`config.mk`:
```
export PLATFORM = sky130hd
export DESIGN_NAME = stereo_mult_scheduler
export DESIGN_NICKNAME = d
export VERILOG_FILES = /design/src/rtl/stereo_mult_scheduler_pkg.sv /design/src/rtl/stereo_mult_scheduler.sv
export SDC_FILE = /design/constraint.sdc
export NUM_CORES = 1
export LEC_CHECK = 0
export CAP_MARGIN = 20
export CELL_PAD_IN_SITES_DETAIL_PLACEMENT = 2
export CELL_PAD_IN_SITES_GLOBAL_PLACEMENT = 2
export CORE_ASPECT_RATIO = 0.9
export CORE_MARGIN = 3
export CORE_UTILIZATION = 30
export DETAILED_ROUTE_END_ITERATION = 8
export HOLD_SLACK_MARGIN = 0.12
export PLACE_DENSITY = 0.81
export SYNTH_ARGS = -nofsm -noshare
export SYNTH_HDL_FRONTEND = slang
export SYNTH_SLANG_ARGS = --single-unit
```
`constraint.sdc`:
```
create_clock -name clock -period 2.5 [get_ports clock]
set_input_delay 0.25 -clock clock [delete_from_list [all_inputs] [get_ports clock]]
set_output_delay 0.25 -clock clock [all_outputs]
set_load 0.03 [all_outputs]
```
`src/rtl/stereo_mult_scheduler_pkg.sv`:
```
// rtl/stereo_mult_scheduler_pkg.sv - shared widths, timeout default and FSM encoding
package stereo_mult_scheduler_pkg;

    localparam int DEF_N       = 18;
    localparam int DEF_M       = 5;
    localparam int DEF_TIMEOUT = 64;

    localparam logic [2:0] ST_IDLE    = 3'd0;
    localparam logic [2:0] ST_START_S = 3'd1;
    localparam logic [2:0] ST_WAIT_S  = 3'd2;
    localparam logic [2:0] ST_START_D = 3'd3;
    localparam logic [2:0] ST_WAIT_D  = 3'd4;
    localparam logic [2:0] ST_PUBLISH = 3'd5;

    typedef enum logic [2:0] {
        IDLE    = ST_IDLE,
        START_S = ST_START_S,
        WAIT_S  = ST_WAIT_S,
        START_D = ST_START_D,
        WAIT_D  = ST_WAIT_D,
        PUBLISH = ST_PUBLISH
    } state_t;

endpackage

```
`src/rtl/stereo_mult_scheduler.sv`:
```
// rtl/stereo_mult_scheduler.sv - shares one external multiplier between L+R and L-R gain jobs
module stereo_mult_scheduler
    import stereo_mult_scheduler_pkg::*;
#(
    parameter int N       = DEF_N,
    parameter int M       = DEF_M,
    parameter int TIMEOUT = DEF_TIMEOUT
) (
    input  logic         clock,
    input  logic         reset,
    input  logic         clken_48,
    input  logic [N-1:0] LEFT,
    input  logic [N-1:0] RIGHT,
    input  logic [M-2:0] Ks,
    input  logic [M-2:0] Kd,
    input  logic         clear_flags,
    output logic         mult_start,
    output logic [M-1:0] mult_A,
    output logic [N-1:0] mult_B,
    input  logic         mult_ready,
    input  logic [N-1:0] mult_R,
    output logic [N-1:0] LI_in_LpR,
    output logic [N-1:0] LI_in_LmR,
    output logic         out_valid,
    output logic         busy,
    output logic         overrun,
    output logic         timeout
);

    localparam int CW = $clog2(TIMEOUT + 1);

    state_t         state, state_nx;
    logic [CW-1:0]  wait_cnt;
    logic [N:0]     sum_w, diff_w;
    logic [N-1:0]   lmr_r, res_s;
    logic [M-1:0]   kd_r;
    logic           in_wait, rdy_ok, to_hit;
    logic           unused_lsbs;

    // 19-bit sum/difference so the halving never overflows
    assign sum_w       = {LEFT[N-1], LEFT} + {RIGHT[N-1], RIGHT};
    assign diff_w      = {LEFT[N-1], LEFT} - {RIGHT[N-1], RIGHT};
    assign unused_lsbs = sum_w[0] ^ diff_w[0];

    // wait_cnt==0 is the guard cycle: a ready level left over from the previous job is ignored
    assign in_wait = (state == WAIT_S) || (state == WAIT_D);
    assign rdy_ok  = in_wait && (wait_cnt != '0) && mult_ready;
    assign to_hit  = in_wait && !rdy_ok && (wait_cnt == CW'(TIMEOUT - 1));

    // next-state and decoded outputs
    always_comb begin
        state_nx   = state;
        mult_start = 1'b0;
        out_valid  = 1'b0;
        busy       = (state != IDLE);
        case (state)
            IDLE:    if (clken_48) state_nx = START_S;
            START_S: begin
                mult_start = 1'b1;
                state_nx   = WAIT_S;
            end
            WAIT_S:  begin
                if (rdy_ok)      state_nx = START_D;
                else if (to_hit) state_nx = IDLE;
            end
            START_D: begin
                mult_start = 1'b1;
                state_nx   = WAIT_D;
            end
            WAIT_D:  begin
                if (rdy_ok)      state_nx = PUBLISH;
                else if (to_hit) state_nx = IDLE;
            end
            PUBLISH: begin
                out_valid = 1'b1;
                state_nx  = IDLE;
            end
            default: state_nx = IDLE;
        endcase
    end

    // state register
    always_ff @(posedge clock) begin
        if (reset) state <= IDLE;
        else       state <= state_nx;
    end

    // cycles spent in the current WAIT state, restarted on every WAIT entry
    always_ff @(posedge clock) begin
        if (reset || !in_wait) wait_cnt <= '0;
        else                   wait_cnt <= wait_cnt + CW'(1);
    end

    // sample capture, operand staging and two-result publish
    always_ff @(posedge clock) begin
        if (reset) begin
            mult_A    <= '0;
            mult_B    <= '0;
            lmr_r     <= '0;
            kd_r      <= '0;
            res_s     <= '0;
            LI_in_LpR <= '0;
            LI_in_LmR <= '0;
        end else begin
            if (state == IDLE && clken_48) begin
                mult_A <= {1'b0, Ks};
                mult_B <= sum_w[N:1];
                lmr_r  <= diff_w[N:1];
                kd_r   <= {1'b0, Kd};
            end
            if (state == WAIT_S && rdy_ok) begin
                res_s  <= mult_R;
                mult_A <= kd_r;
                mult_B <= lmr_r;
            end
            if (state == WAIT_D && rdy_ok) begin
                LI_in_LpR <= res_s;
                LI_in_LmR <= mult_R;
            end
        end
    end

    // sticky status; a set event beats a simultaneous clear
    always_ff @(posedge clock) begin
        if (reset) begin
            overrun <= 1'b0;
            timeout <= 1'b0;
        end else begin
            overrun <= (overrun & ~clear_flags) | (clken_48 & (state != IDLE));
            timeout <= (timeout & ~clear_flags) | to_hit;
        end
    end

endmodule

```
==> out/qor.yml <==
drive_above_1_share_pct: 15.5
synth_area_leaders: "dfxtp_1 (36%), nand2_1 (9.2%), a21oi_1 (7.8%)"
gp_congestion: 0.801
met2_usage_pct: 34.6
fin_util_pct: 43.8
die_area_mm2: 0.0219
crit_cells: 10
critPathSlowestCell: "clkdlybuf4s50_1"
async_reset_ff_share_pct: 0
grt_busiest_layer: "met2"
hold_class: "input pin to flip-flop"
critPathKind: "input pin to flip-flop"
synthDistinctLibCells: 74
slew_headroom_pct: 64.3
nets: 1035
start_kind: "input pin"
dp_hpwl_mm: 16.4
grt_max_degree: 82
vias_per_cell: 5.28
num_rows: 48
post-place-ws_ns: -0.520
synth.most_common_cell: "nand2_1"
start_util_pct: 31.0
ff2ff_path_depth: 8
ys_ff_latch: 110
avgSynthCellArea_um2: 8.05
drt_iter0_drc: 342
tightest_slew_ns: 0.531
fin_crit_sh_pct: 98.8
first_global_vias: 6742
port_buffers: 129
clock-sinks: 110
fp.dieH_um: 141
crit_required_ns: 2.78
finalHoldViolCount: 0
synth.cell_area_mm2: 0.00606
finalClockSkew_ns: 0.0119
clkLatencyLatePin_ns: 0.36
io-pin-count: 131
antenna_found_initial: 0
finalWirelength_mm: 22.3
track_usage_pct: 20.0
fin_ws_ns: 0.0300
synth_top_cell_by_area: "dfxtp_1"
arrival_ns: 2.75
max-cap-violations: 0
power_leakage_nw: 3.32
pwr_density_cell_mw_per_mm2: 549
ys.warnings.count: 0
syn_nets: 857
syn2layout_area_growth_pct: 41.2
reg2reg_from: "wait_cnt[0]$_SDFF_PP0_"
die_w_um: 156
critPathBufInv: 3
drc_errors: 0
grt_pass1_wl_mm: 35.7
peakVddDrop_mv: 0.348
drtPass1Iterations: 5
crit_chain: "clkdlybuf4s50_1, buf_4, ha_1, and4bb_2, o311ai_4, buf_4, a31oi_2, a2111oi_2, a31oi_1, o22ai_1"
critPathTopFamily: "compound AO/OA/AOI/OAI gates"
numCtsBuffers: 9
hold_start: "reset"
cts.path.max_buffers: 2
ys.flop_type: "dfxtp_1"
use_met1_pct: 26.2
drtAntennaViolNets: 0
slew_viol_final: 0
hold_depth: 2
crit_path_end_kind: "flip-flop"
reg2reg_slack_ns: 0.11
synth_top_area_share_pct: 36.4
holdBufCountCts: 0
core_mm2: 0.0195
grt-ovfl-total: 0
status: "finished, final reports clean"
fillers: 2211
antennaDiodeCount: 0
cpMostUsedCell: "buf_4"
synth_seq_area_share_pct: 36.4
clockRootBuffer: "clkbuf_16"
clk_pin_slew_ns: 0.08
crit_fanout: 3
synth_edf_count: 0
max_stage_delay_ns: 0.44
use_met3_pct: 3.22
finalSetupViolations: 0
h-tree-depth: 3
final.min_clock_period_ns: 2.47
cts_tree: "built"
regArea_mm2: 0.00220
post_drt_wl_per_cell_um: 18.8
min_to: "mult_A[0]$_SDFFE_PP0P_"
netlist_instances: 752
synth_commonest_cells: "nand2_1 (148), dfxtp_1 (110), a21oi_1 (95)"
multi_input_area_mm2: 0.00357
vias: 6254
reg2reg_to: "mult_B[9]$_SDFFE_PP0P_"
max_freq_mhz: 405
cells in the final DEF (no fill, tap or decap), types with 5 or more instances in the layout:
cell	Yosys	layout
nand2b_1	5	5
inv_1	36	34
nand2_1	148	147
o21ai_0	14	14
a222oi_1	10	10
ha_1	36	34
o21a_1	8	8
a221oi_1	7	5
xnor2_1	15	15
clkbuf_16	0	9
buf_4	3	88
nor2_1	43	42
nand3_1	19	19
o21bai_1	6	6
o31ai_1	5	5
nor3_1	16	16
and3_1	5	5
a31oi_1	8	6
nor2b_1	8	8
or4_1	5	5
dfxtp_1	110	110
clkdlybuf4s50_1	0	126
a22oi_1	6	6
a21oi_1	95	94
xor2_1	5	5
repair_timing:
action | in CTS | in global routing
setup buffers | 0 | 1
gates resized for setup | 5 | 25
pin swaps | 0 | 6
endpoints found under the setup margin | 6 | 19
cell type report:
class                   count  share of cell area (%)
clock buffers               9                    2.63
clock inverters             7                    1.17
inverters                  36                    1.58
multi-input cells         554                    41.8
flip-flops and latches    110                    25.7
well taps                 250                    3.66
repair buffers            219                    23.5
state kept, by name, summed over array words and instances, names as in the netlist:
name and flops:
LI_in_LmR 18, mult_B 18, kd_r 4, LI_in_LpR 18
mult_A 4, state 3, timeout 1, res_s 18
overrun 1, wait_cnt 7, lmr_r 18
through the flow:
| step | power, mW | hold WS, ns | TNS (ns) | area (um^2) | instances |
|---|---|---|---|---|---|
| after global placement | 3.08 | 0.439 | -5.16 | 8090 | 1168 |
| after detailed placement | 3.12 | 0.448 | -7.28 | 8090 | 1168 |
| after floorplan | 2.56 | 0.386 | 0 | 6060 | 752 |
| after CTS | 4.72 | 0.272 | -0.0134 | 8440 | 1184 |
| after global routing | 4.95 | 0.289 | -0.0867 | 8550 | 1185 |
| final | 4.70 | 0.285 | 0 | 8550 | 1185 |
metal layers:
layer	share of wire, %	up-vias
li1	-	3005
met1	45	3074
met2	49	146
met3	3.8	29
met4	1.7	0
met5	0	-
worst max-delay path by stage:
stage / startpoint / slack [ns] / to
final: LEFT[1] / 0.03 / mult_B[10]$_SDFFE_PP0P_
after global routing: LEFT[1] / -0.06 / mult_B[10]$_SDFFE_PP0P_
after floorplan: LEFT[1] / 0.30 / mult_B[15]$_SDFFE_PP0P_
after CTS: LEFT[1] / -0.01 / mult_B[15]$_SDFFE_PP0P_
after detailed placement: LEFT[1] / -0.52 / mult_B[15]$_SDFFE_PP0P_
after global placement: LEFT[1] / -0.41 / mult_B[15]$_SDFFE_PP0P_
cells by family after synthesis:
kind of cell	count (synthesis)	synth area share [%]
compound gates	208	23.4
xor+xnor	20	2.89
fa+ha+maj	38	8.10
buf+inv	88	6.96
flops	110	36.4
mux	3	0.496
other cells	1	0.0619
simple gates	284	21.8
where the power goes:
group / total (mW) / leakage (nW) / internal (mW) / switching (mW)
Clock: 1.56 / 0.158 / 0.814 / 0.749
Combinational: 1.24 / 2.27 / 0.573 / 0.667
Sequential: 1.89 / 0.893 / 1.83 / 0.0608
Total: 4.70 / 3.32 / 3.22 / 1.48
(Power assumes the default switching activity.)
